File: src/rtl/mem_bus_arbiter_if.sv
// Bus bundle between the per-core caches, the arbiter and the shared RAM port.
// The master modport is the arbiter's view; slave is the surrounding caches + RAM.
interface mem_bus_arbiter_if #(
  parameter int N_PORTS = 4,
  parameter int DATA_W  = 32,
  parameter int ADDR_W  = 32
);
  logic [N_PORTS-1:0]        req_read;
  logic [N_PORTS-1:0]        req_write;
  logic [N_PORTS-1:0]        req_atomic;
  logic [N_PORTS*ADDR_W-1:0] req_addr;
  logic [N_PORTS*DATA_W-1:0] req_data_w;
  logic [N_PORTS-1:0]        port_wait;
  logic [DATA_W-1:0]         port_data_r;
  logic [N_PORTS-1:0]        grant;
  logic [N_PORTS-1:0]        snoop_valid;
  logic [ADDR_W-1:0]         snoop_addr;
  logic [DATA_W-1:0]         snoop_data;
  logic                      mem_read;
  logic                      mem_write;
  logic [ADDR_W-1:0]         mem_addr;
  logic [DATA_W-1:0]         mem_data_w;
  logic [DATA_W-1:0]         mem_data_r;
  logic                      mem_wait;

  modport master (
    input  req_read, req_write, req_atomic, req_addr, req_data_w, mem_data_r, mem_wait,
    output port_wait, port_data_r, grant, snoop_valid, snoop_addr, snoop_data,
           mem_read, mem_write, mem_addr, mem_data_w
  );

  modport slave (
    output req_read, req_write, req_atomic, req_addr, req_data_w, mem_data_r, mem_wait,
    input  port_wait, port_data_r, grant, snoop_valid, snoop_addr, snoop_data,
           mem_read, mem_write, mem_addr, mem_data_w
  );
endinterface

File: src/rtl/mem_bus_arbiter.sv
// Round-robin shared-RAM arbiter: one cache owns the RAM port for a whole burst,
// and completed atomic write beats are broadcast to the other caches as snoops.
module mem_bus_arbiter_lane (
  input  logic rd,
  input  logic wr,
  input  logic granted,
  input  logic mem_wait,
  output logic req,
  output logic stall
);
  assign req   = rd | wr;
  assign stall = granted ? mem_wait : req;
endmodule

module mem_bus_arbiter #(
  parameter int N_PORTS = 4,
  parameter int DATA_W  = 32,
  parameter int ADDR_W  = 32
) (
  input logic               clk,
  input logic               rst,
  mem_bus_arbiter_if.master bus
);
  localparam int IW = (N_PORTS > 1) ? $clog2(N_PORTS) : 1;
  localparam logic [N_PORTS-1:0] ONE = {{(N_PORTS-1){1'b0}}, 1'b1};

  typedef enum logic {IDLE, BUSY} state_t;

  state_t                         state, state_nxt;
  logic [IW-1:0]                  rr_ptr, gidx, win_idx, cand;
  logic                           win_found, exit_burst, snoop_hit;
  logic [N_PORTS-1:0]             req, pw, grant_q, snoop_v;
  logic [N_PORTS-1:0][ADDR_W-1:0] addr_v;
  logic [N_PORTS-1:0][DATA_W-1:0] data_v;
  logic                           mem_rd, mem_wr;
  logic [ADDR_W-1:0]              mem_a, snoop_a;
  logic [DATA_W-1:0]              mem_d, snoop_d;

  function automatic logic [IW-1:0] wrap_inc(input logic [IW-1:0] v);
    return (int'(v) == N_PORTS - 1) ? '0 : v + 1'b1;
  endfunction

  assign addr_v = bus.req_addr;
  assign data_v = bus.req_data_w;

  for (genvar i = 0; i < N_PORTS; i++) begin : g_lane
    mem_bus_arbiter_lane u_lane (
      .rd      (bus.req_read[i]),
      .wr      (bus.req_write[i]),
      .granted (grant_q[i]),
      .mem_wait(bus.mem_wait),
      .req     (req[i]),
      .stall   (pw[i])
    );
  end

  // Walk the ring starting at rr_ptr; the first requester seen wins.
  always_comb begin
    win_found = 1'b0;
    win_idx   = rr_ptr;
    cand      = rr_ptr;
    for (int k = 0; k < N_PORTS; k++) begin
      if (!win_found && req[cand]) begin
        win_found = 1'b1;
        win_idx   = cand;
      end
      cand = wrap_inc(cand);
    end
  end

  always_ff @(posedge clk or posedge rst)
    if (rst) state <= IDLE;
    else     state <= state_nxt;

  always_comb begin
    state_nxt = state;
    case (state)
      IDLE: if (win_found) state_nxt = BUSY;
      BUSY: if (exit_burst) state_nxt = IDLE;
      default: state_nxt = IDLE;
    endcase
  end

  // Write takes priority when a cache raises read and write together.
  always_comb begin
    mem_rd = 1'b0;
    mem_wr = 1'b0;
    mem_a  = '0;
    mem_d  = '0;
    if (state == BUSY) begin
      mem_wr = bus.req_write[gidx];
      mem_rd = bus.req_read[gidx] & ~bus.req_write[gidx];
      mem_a  = addr_v[gidx];
      mem_d  = data_v[gidx];
    end
  end

  assign exit_burst = (state == BUSY) && !req[gidx];
  assign snoop_hit  = (state == BUSY) && mem_wr && bus.req_atomic[gidx] && !bus.mem_wait;

  always_ff @(posedge clk or posedge rst)
    if (rst) begin
      grant_q <= '0;
      gidx    <= '0;
      rr_ptr  <= '0;
      snoop_v <= '0;
      snoop_a <= '0;
      snoop_d <= '0;
    end else begin
      if (state == IDLE && win_found) begin
        grant_q <= ONE << win_idx;
        gidx    <= win_idx;
      end else if (exit_burst) begin
        grant_q <= '0;
        rr_ptr  <= wrap_inc(gidx);
      end
      snoop_v <= snoop_hit ? ~(ONE << gidx) : '0;
      if (snoop_hit) begin
        snoop_a <= mem_a;
        snoop_d <= mem_d;
      end
    end

  assign bus.grant       = grant_q;
  assign bus.port_wait   = pw;
  assign bus.port_data_r = bus.mem_data_r;
  assign bus.snoop_valid = snoop_v;
  assign bus.snoop_addr  = snoop_a;
  assign bus.snoop_data  = snoop_d;
  assign bus.mem_read    = mem_rd;
  assign bus.mem_write   = mem_wr;
  assign bus.mem_addr    = mem_a;
  assign bus.mem_data_w  = mem_d;
endmodule

File: src/flat_wrapper.sv
// flat-port wrapper written by rule: the top's interface ports become plain ports
module mem_bus_arbiter_flat 
#(
  parameter int N_PORTS = 4,
  parameter int DATA_W  = 32,
  parameter int ADDR_W  = 32
)
  (clk, rst, bus_req_read, bus_req_write, bus_req_atomic, bus_req_addr, bus_req_data_w, bus_mem_data_r, bus_mem_wait, bus_port_wait, bus_port_data_r, bus_grant, bus_snoop_valid, bus_snoop_addr, bus_snoop_data, bus_mem_read, bus_mem_write, bus_mem_addr, bus_mem_data_w);
  mem_bus_arbiter_if #(.N_PORTS(N_PORTS), .DATA_W(DATA_W), .ADDR_W(ADDR_W)) bus_i ();
  input logic clk;
  input logic rst;
  input wire logic [$bits(bus_i.req_read)-1:0] bus_req_read;
  input wire logic [$bits(bus_i.req_write)-1:0] bus_req_write;
  input wire logic [$bits(bus_i.req_atomic)-1:0] bus_req_atomic;
  input wire logic [$bits(bus_i.req_addr)-1:0] bus_req_addr;
  input wire logic [$bits(bus_i.req_data_w)-1:0] bus_req_data_w;
  input wire logic [$bits(bus_i.mem_data_r)-1:0] bus_mem_data_r;
  input wire logic [$bits(bus_i.mem_wait)-1:0] bus_mem_wait;
  output wire logic [$bits(bus_i.port_wait)-1:0] bus_port_wait;
  output wire logic [$bits(bus_i.port_data_r)-1:0] bus_port_data_r;
  output wire logic [$bits(bus_i.grant)-1:0] bus_grant;
  output wire logic [$bits(bus_i.snoop_valid)-1:0] bus_snoop_valid;
  output wire logic [$bits(bus_i.snoop_addr)-1:0] bus_snoop_addr;
  output wire logic [$bits(bus_i.snoop_data)-1:0] bus_snoop_data;
  output wire logic [$bits(bus_i.mem_read)-1:0] bus_mem_read;
  output wire logic [$bits(bus_i.mem_write)-1:0] bus_mem_write;
  output wire logic [$bits(bus_i.mem_addr)-1:0] bus_mem_addr;
  output wire logic [$bits(bus_i.mem_data_w)-1:0] bus_mem_data_w;
  assign bus_i.req_read = bus_req_read;
  assign bus_i.req_write = bus_req_write;
  assign bus_i.req_atomic = bus_req_atomic;
  assign bus_i.req_addr = bus_req_addr;
  assign bus_i.req_data_w = bus_req_data_w;
  assign bus_i.mem_data_r = bus_mem_data_r;
  assign bus_i.mem_wait = bus_mem_wait;
  assign bus_port_wait = bus_i.port_wait;
  assign bus_port_data_r = bus_i.port_data_r;
  assign bus_grant = bus_i.grant;
  assign bus_snoop_valid = bus_i.snoop_valid;
  assign bus_snoop_addr = bus_i.snoop_addr;
  assign bus_snoop_data = bus_i.snoop_data;
  assign bus_mem_read = bus_i.mem_read;
  assign bus_mem_write = bus_i.mem_write;
  assign bus_mem_addr = bus_i.mem_addr;
  assign bus_mem_data_w = bus_i.mem_data_w;
  mem_bus_arbiter #(.N_PORTS(N_PORTS), .DATA_W(DATA_W), .ADDR_W(ADDR_W)) u_core (.clk(clk), .rst(rst), .bus(bus_i));
endmodule
File: config.mk
export PLATFORM = sky130hd
export DESIGN_NAME = mem_bus_arbiter_flat
export DESIGN_NICKNAME = d
export VERILOG_FILES = /design/src/rtl/mem_bus_arbiter_if.sv /design/src/rtl/mem_bus_arbiter.sv /design/src/flat_wrapper.sv
export SDC_FILE = /design/constraint.sdc
export NUM_CORES = 1
export LEC_CHECK = 0
export CAP_MARGIN = 20
export CORE_AREA = 2 2 184 186
export CTS_CLUSTER_SIZE = 28
export DETAILED_ROUTE_END_ITERATION = 6
export DIE_AREA = 0 0 186 188
export HOLD_SLACK_MARGIN = 0.06
export PLACE_DENSITY = 0.58
export SYNTH_ARGS = -nofsm -noshare
export SYNTH_HDL_FRONTEND = slang
export SYNTH_SLANG_ARGS = --single-unit
File: constraint.sdc
create_clock -name clk -period 2.85 [get_ports clk]
set_clock_uncertainty 0.1 [all_clocks]
set_input_delay 0.57 -clock clk [delete_from_list [all_inputs] [get_ports clk]]
set_output_delay 0.57 -clock clk [all_outputs]
set_load 0.01 [all_outputs]
==> flow_metrics.py, run 1 <==
metrics = {
    "outcome": {
        "outcome": "completed",
    },
    "min_path": {
        "holdPathStages": 1,
        "hold_end": "u_core.bus.snoop_addr[8]",
        "min-delay-start": "u_core.bus.snoop_addr[8]",
        "worstHoldPathType": "flop to flop",
    },
    "power": {
        "p_leak_nw": 4.43,
        "power.density_nw_per_um2": 910,
        "irDropWorstVdd_mv": 0.277,
    },
    "die": {
        "fp.dieW_um": 186,
        "start_util_pct": 17.0,
        "pin_count": 477,
        "coreArea_um2": 33100,
        "rows": 67,
        "die_y_um": 188,
        "dieArea_um2": 35000,
    },
    "final_layout": {
        "n_antenna_cell": 0,
        "final_common_cell": "clkdlybuf4s50_1",
        "multiInputGateArea_um2": 3230,
        "final_cell_mix": "clkdlybuf4s50_1 (344), dfrtp_1 (74), mux4_2 (69)",
        "drive_gt1_share_pct": 26.3,
        "nFillCells": 3344,
        "nNetsFinal": 1142,
        "regArea_um2": 1940,
        "syn_to_final_growth_pct": 90.7,
        "final_cells": 1287,
    },
    "sta": {
        "grt_setup_unrepaired": "true",
        "period_share_pct": 99.0,
        "tightest_slew_ps": 707,
        "slew_violations": 0,
        "final.min_clock_period_ps": 2820,
        "slew_headroom_pct": 52.8,
        "setup_ws_ps": 28.6,
        "setup_viol": 0,
        "max_freq_ghz": 0.354,
        "finalHoldViolCount": 0,
    },
    "setup_path": {
        "cp_top_family": "multiplexers",
        "path_class": "flop to primary output",
        "critPathLaunchType": "flop",
        "endpoint_kind": "primary output",
        "cp_slowest_cell": "mux4_2",
        "crit_required_ps": 2180,
        "path_cells": "buf_16, mux4_2, and2_1, dlygate4sd2_1",
        "cpPeakStageDelay_ps": 540,
        "ff2ff_setup_slack_ps": 380,
        "r2r_start": "u_core.rr_ptr[0]",
        "cp.arrival_ps": 2150,
        "crit_fanout": 23,
        "critPathBufInv": 2,
        "ff2ff_path_depth": 9,
        "reg2reg_to": "u_core.bus.grant[0]",
    },
    "clock_tree": {
        "cts_tree": "done",
        "clkSlewWorstSetupHoldPaths_ps": 60,
        "clkSinkCount": 77,
        "cts_made_buffers": 9,
        "cts_root_buffer": "clkbuf_16",
        "cts.path.max_buffers": 2,
        "clk_latency_ps": 330,
        "htreeDepth": 3,
    },
    "synthesis": {
        "ys_warn_count": 0,
        "synth.distinct_cells": 41,
        "synth-main-ff-cell": "dfrtp_1",
        "synth_enable_flop_cells": 0,
        "ys_seq_elements": 77,
        "yosysTopAreaCell": "dfrtp_1",
        "netlist_instances": 435,
        "ys_seq_area_share_pct": 34.2,
        "yosysTopAreaCellShare_pct": 34.2,
        "async_flop_share_pct": 100,
        "synth_area_leaders": "dfrtp_1 (34%), mux4_2 (28%), mux2_2 (13%)",
        "syn_area_per_cell_um2": 13.0,
        "synth_nets": 743,
        "netlist_area_um2": 5640,
    },
    "place": {
        "post-place-cells": 1265,
        "gp_congestion": 0.801,
        "io_buffers": 412,
        "hpwl_um": 19100,
        "pre_cts_slack_ps": -55.6,
    },
    "route": {
        "post_drt_wl_per_cell_um": 18.7,
        "dr_wl_met3_um": 2270,
        "drtAntennaViolNets": 0,
        "wl_um": 24100,
        "drc": 0,
        "wl_met1_um": 9020,
        "drtIter0Drc": 204,
        "first_pass_iters": 4,
        "viasPerCell": 4.14,
        "vias": 5326,
        "wl_met2_um": 12400,
        "highest_layer": "met5",
    },
    "job": {
        "drv_cap": 0,
    },
    "grt": {
        "grt_antenna_before_repair": 1,
        "grt_pass1_wl_um": 33600,
        "grt_usage_pct": 12.9,
        "overflow": 0,
        "grt_start_max_net_pins": 74,
        "grt_pass1_vias": 5636,
    },
}
logic make-up after synthesis:
group	Yosys count	synth area share (%)
buffers and inverters	80	8.79
AOI/OAI and AO/OA	35	4.60
adders and majority gates	5	1.11
DFF	77	34.2
muxes	135	40.7
and+or+nand+nor	103	10.6
registers in the layout (all words and copies together) (netlist names):
register	count
u_core.state	1
u_core.bus.snoop_data	32
u_core.bus.snoop_addr	32
u_core.bus.snoop_valid	4
u_core.rr_ptr	2
u_core.bus.grant	4
u_core.gidx	2
cell usage after synthesis, drive strengths merged (3+ instances only):
cell    count
mux4       69
nor3        6
mux2       65
and2       66
clkbuf     15
a21oi       9
ha          5
nand2       5
nor2       15
dfrtp      77
a21boi      3
inv         5
or2         4
buf        60
o21ai       3
where the power goes:
part	switching, mW	internal (mW)	leakage [nW]
sequential	0.309	1.64	0.926
clock	0.516	0.706	0.146
combinational	2.72	3.88	3.36
stage by stage:
stage | setup TNS (ps) | hold slack (ps) | power (mW) | area (µm²) | util, %
after CTS | -3080 | 406 | 9.83 | 10600 | 32.0
after floorplan | 0 | 401 | 5.31 | 5640 | -
final | 0 | 402 | 9.78 | 10700 | 32.5
after global routing | -190 | 413 | 10.4 | 10700 | 32.5
after detailed placement | -337 | 392 | 8.75 | 10300 | 31.2
after global placement | -220 | 385 | 8.74 | 10300 | 31.2
layer usage:
| metal | up-vias | global-route usage, % |
|---|---|---|
| met5 | - | 0 |
| met4 | 2 | 3.54 |
| met3 | 31 | 4.00 |
| met2 | 285 | 23.1 |
| met1 | 2614 | 14.8 |
| li1 | 2394 | - |
timing repair:
action | 4_1_cts | 5_1_grt
cloned | 0 | 2
gates resized for setup | 42 | 65
setup buffers | 0 | 4
endpoints found under the setup margin | 66 | 27
hold buffers | 0 | 0
final cells by class:
type                            instances  area share (%)
Clock buffer                           11            2.26
Clock inverter                          5           0.559
Inverter                                5           0.186
Multi-Input combinational cell        278            30.0
Sequential cell                        77            18.0
Tap cell                              448            5.22
Timing Repair Buffer                  463            43.7
worst max-delay path by stage:
stage                             from                  end  depth (start not counted)
global route            u_core.gidx[0]      bus_mem_addr[0]                          4
CTS                     u_core.gidx[0]    bus_mem_data_w[0]                          4
finish                  u_core.gidx[0]      bus_mem_addr[0]                          4
detailed placement  bus_req_data_w[71]    bus_mem_data_w[7]                          4
floorplan                          rst  u_core.bus.grant[0]                          1
global placement    bus_req_data_w[71]    bus_mem_data_w[7]                          4
Note: power is estimated with default switching activity, not from simulation.
==> inputs of run 2 (changes only) <==
--- a/config.mk
+++ b/config.mk
@@ -6,12 +6,13 @@
 export NUM_CORES = 1
 export LEC_CHECK = 0
 export CAP_MARGIN = 20
-export CORE_AREA = 2 2 184 186
+export CORE_AREA = 2 2 187 189
 export CTS_CLUSTER_SIZE = 28
 export DETAILED_ROUTE_END_ITERATION = 6
-export DIE_AREA = 0 0 186 188
+export DIE_AREA = 0 0 189 191
+export DONT_BUFFER_PORTS = 1
 export HOLD_SLACK_MARGIN = 0.06
-export PLACE_DENSITY = 0.58
+export PLACE_DENSITY = 0.39
 export SYNTH_ARGS = -nofsm -noshare
 export SYNTH_HDL_FRONTEND = slang
 export SYNTH_SLANG_ARGS = --single-unit
==> flow_metrics.py, run 2 (synthesis gave the netlist of run 1 again) <==
metrics = {
    "final_layout": {
        "drive_gt1_share_pct": 44.7,
        "final_cell_mix": "dfrtp_1 (74), mux4_2 (69), and2_1 (66)",
        "final_common_cell": "dfrtp_1",
        "syn_to_final_growth_pct": 9.97,
        "postLayoutCoreUtil_pct": 18.2,
        "nNetsFinal": 688,
    },
    "clock_tree": {
        "cts_made_buffers": 9,
        "clk_latency_ps": 350,
        "cts.repair_timing.setup_buffer_count": 0,
        "htreeDepth": 3,
        "cts_tree": "done",
        "postCtsHoldBufs": 0,
        "clkSinkCount": 77,
        "post_cts_resized": 0,
        "cts_root_buffer": "clkbuf_16",
        "cts.path.max_buffers": 2,
        "clkSlewWorstSetupHoldPaths_ps": 70,
    },
    "place": {
        "io_buffers": 0,
        "gp_congestion": 0.762,
        "hpwl_um": 15800,
    },
    "setup_path": {
        "path_cells": "ha_1, or4_4, o221ai_1, o31a_1, a211oi_1, or3_4, a22o_1",
        "cp.arrival_ps": 2820,
        "cp_top_family": "simple AND/OR/NAND/NOR gates",
        "crit_required_ps": 3000,
        "crit_fanout": 7,
        "critPathLaunchType": "flop",
        "path_class": "flop to flop",
        "ff2ff_setup_slack_ps": 170,
        "cp_slowest_cell": "or4_4",
        "cpPeakStageDelay_ps": 590,
        "endpoint_kind": "flop",
        "critPathBufInv": 0,
    },
    "die": {
        "rows": 68,
        "coreArea_um2": 34100,
        "start_util_pct": 16.5,
        "pin_count": 477,
        "fp.dieW_um": 189,
        "die_y_um": 191,
        "dieArea_um2": 36100,
    },
    "sta": {
        "grt_setup_unrepaired": "false",
        "max_freq_ghz": 0.373,
        "period_share_pct": 94.0,
        "slew_headroom_pct": 49.8,
        "tightest_slew_ps": 753,
        "setup_viol": 0,
        "slew_violations": 0,
        "holdWs_ps": 72.7,
        "finalHoldViolCount": 0,
        "finalSetupTns_ps": 0,
        "final.min_clock_period_ps": 2680,
    },
    "route": {
        "first_pass_iters": 4,
        "drc": 0,
        "viasPerCell": 4.52,
        "drtIter0Drc": 388,
        "vias": 3813,
        "drtAntennaViolNets": 0,
        "wl_um": 19800,
        "post_drt_wl_per_cell_um": 23.5,
    },
    "grt": {
        "grt_start_max_net_pins": 71,
        "grt_antenna_before_repair": 4,
        "grt_usage_pct": 10.4,
        "grt_pass1_wl_um": 27400,
        "grt_pass1_vias": 4076,
        "overflow": 0,
    },
    "job": {
        "drv_cap": 0,
    },
    "power": {
        "power.density_nw_per_um2": 1170,
        "power_frac_comb_pct": 50.1,
        "irDropWorstVdd_mv": 0.321,
        "p_int_mw": 4.14,
        "clkPwrFrac_pct": 17.0,
        "seqPwrFrac_pct": 32.8,
        "power_mw": 7.26,
        "p_leak_nw": 2.21,
        "p_sw_share_pct": 43.0,
        "p_switching_mw": 3.12,
    },
    "outcome": {
        "outcome": "completed",
    },
    "min_path": {
        "worstHoldPathType": "input port to async pin",
    },
}
-- run 2: cell count changes in the layout (fill, tap and decap cells not counted), moves of 3 or more --
cell             previous run  this run
clkdlybuf4s15_1            21         0
dlygate4sd2_1              14         0
clkbuf_2                    7         0
diode_2                     0         3
buf_12                      8         5
dlymetal6s2s_1             26         0
buf_4                      38         4
clkdlybuf4s50_1           344         0
-- run 2: worst register-to-register path: stages (launching register included) --
cell,delay (ps)
dfrtp_1,460
ha_1,290
or4_4,590
o221ai_1,230
o31a_1,230
a211oi_1,100
or3_4,390
a22o_1,180
-- run 2: per-layer routing --
metal  track usage [%]  share of wire (%)
met5                 0              0.066
met4              4.78                2.7
met3              4.79                 12
met2              17.4                 51
met1              11.3                 34
-- run 2: cell type report --
cell class | instances | area (µm²)
multi-input cells | 278 | 3230
repair buffers | 9 | 130
fillers | 3682 | 27900
clock inverters | 6 | 70.1
flip-flops and latches | 77 | 1940
inverters | 5 | 20.0
diodes | 3 | 7.51
clock buffers | 10 | 239
well taps | 455 | 569
-- run 2: power by group through the flow --
stage	registers (mW)	clock network (mW)	logic, mW
finish	2.38	1.24	3.64
global route	2.45	1.37	3.93
CTS	2.39	1.31	3.67
detailed placement	2.40	0	3.67
global placement	2.40	0	3.59
floorplan	2.14	0	3.17
-- run 2: path summary, 6_finish.rpt --
check / from / endpoint / depth (start not counted)
hold reg to reg: u_core.bus.snoop_data[22] / u_core.bus.snoop_data[22] / 1
setup / recovery: u_core.rr_ptr[1] / u_core.bus.grant[0] / 7
hold / removal: rst / u_core.bus.snoop_addr[18] / 1
min in group clk: u_core.bus.snoop_data[22] / u_core.bus.snoop_data[22] / 1
max in group asynchronous: rst / u_core.bus.snoop_data[25] / 2
setup reg to reg: u_core.rr_ptr[1] / u_core.bus.grant[0] / 7
-- run 2: stage by stage --
| stage | instance area (µm²) | worst slack, ps | instances |
|---|---|---|---|
| final | 6200 | 172 | 843 |
| after global routing | 6200 | 71.4 | 842 |
| after CTS | 6190 | 176 | 840 |
| after detailed placement | 5880 | 226 | 824 |
| after global placement | 5880 | 345 | 824 |
| after floorplan | 5640 | 213 | 435 |
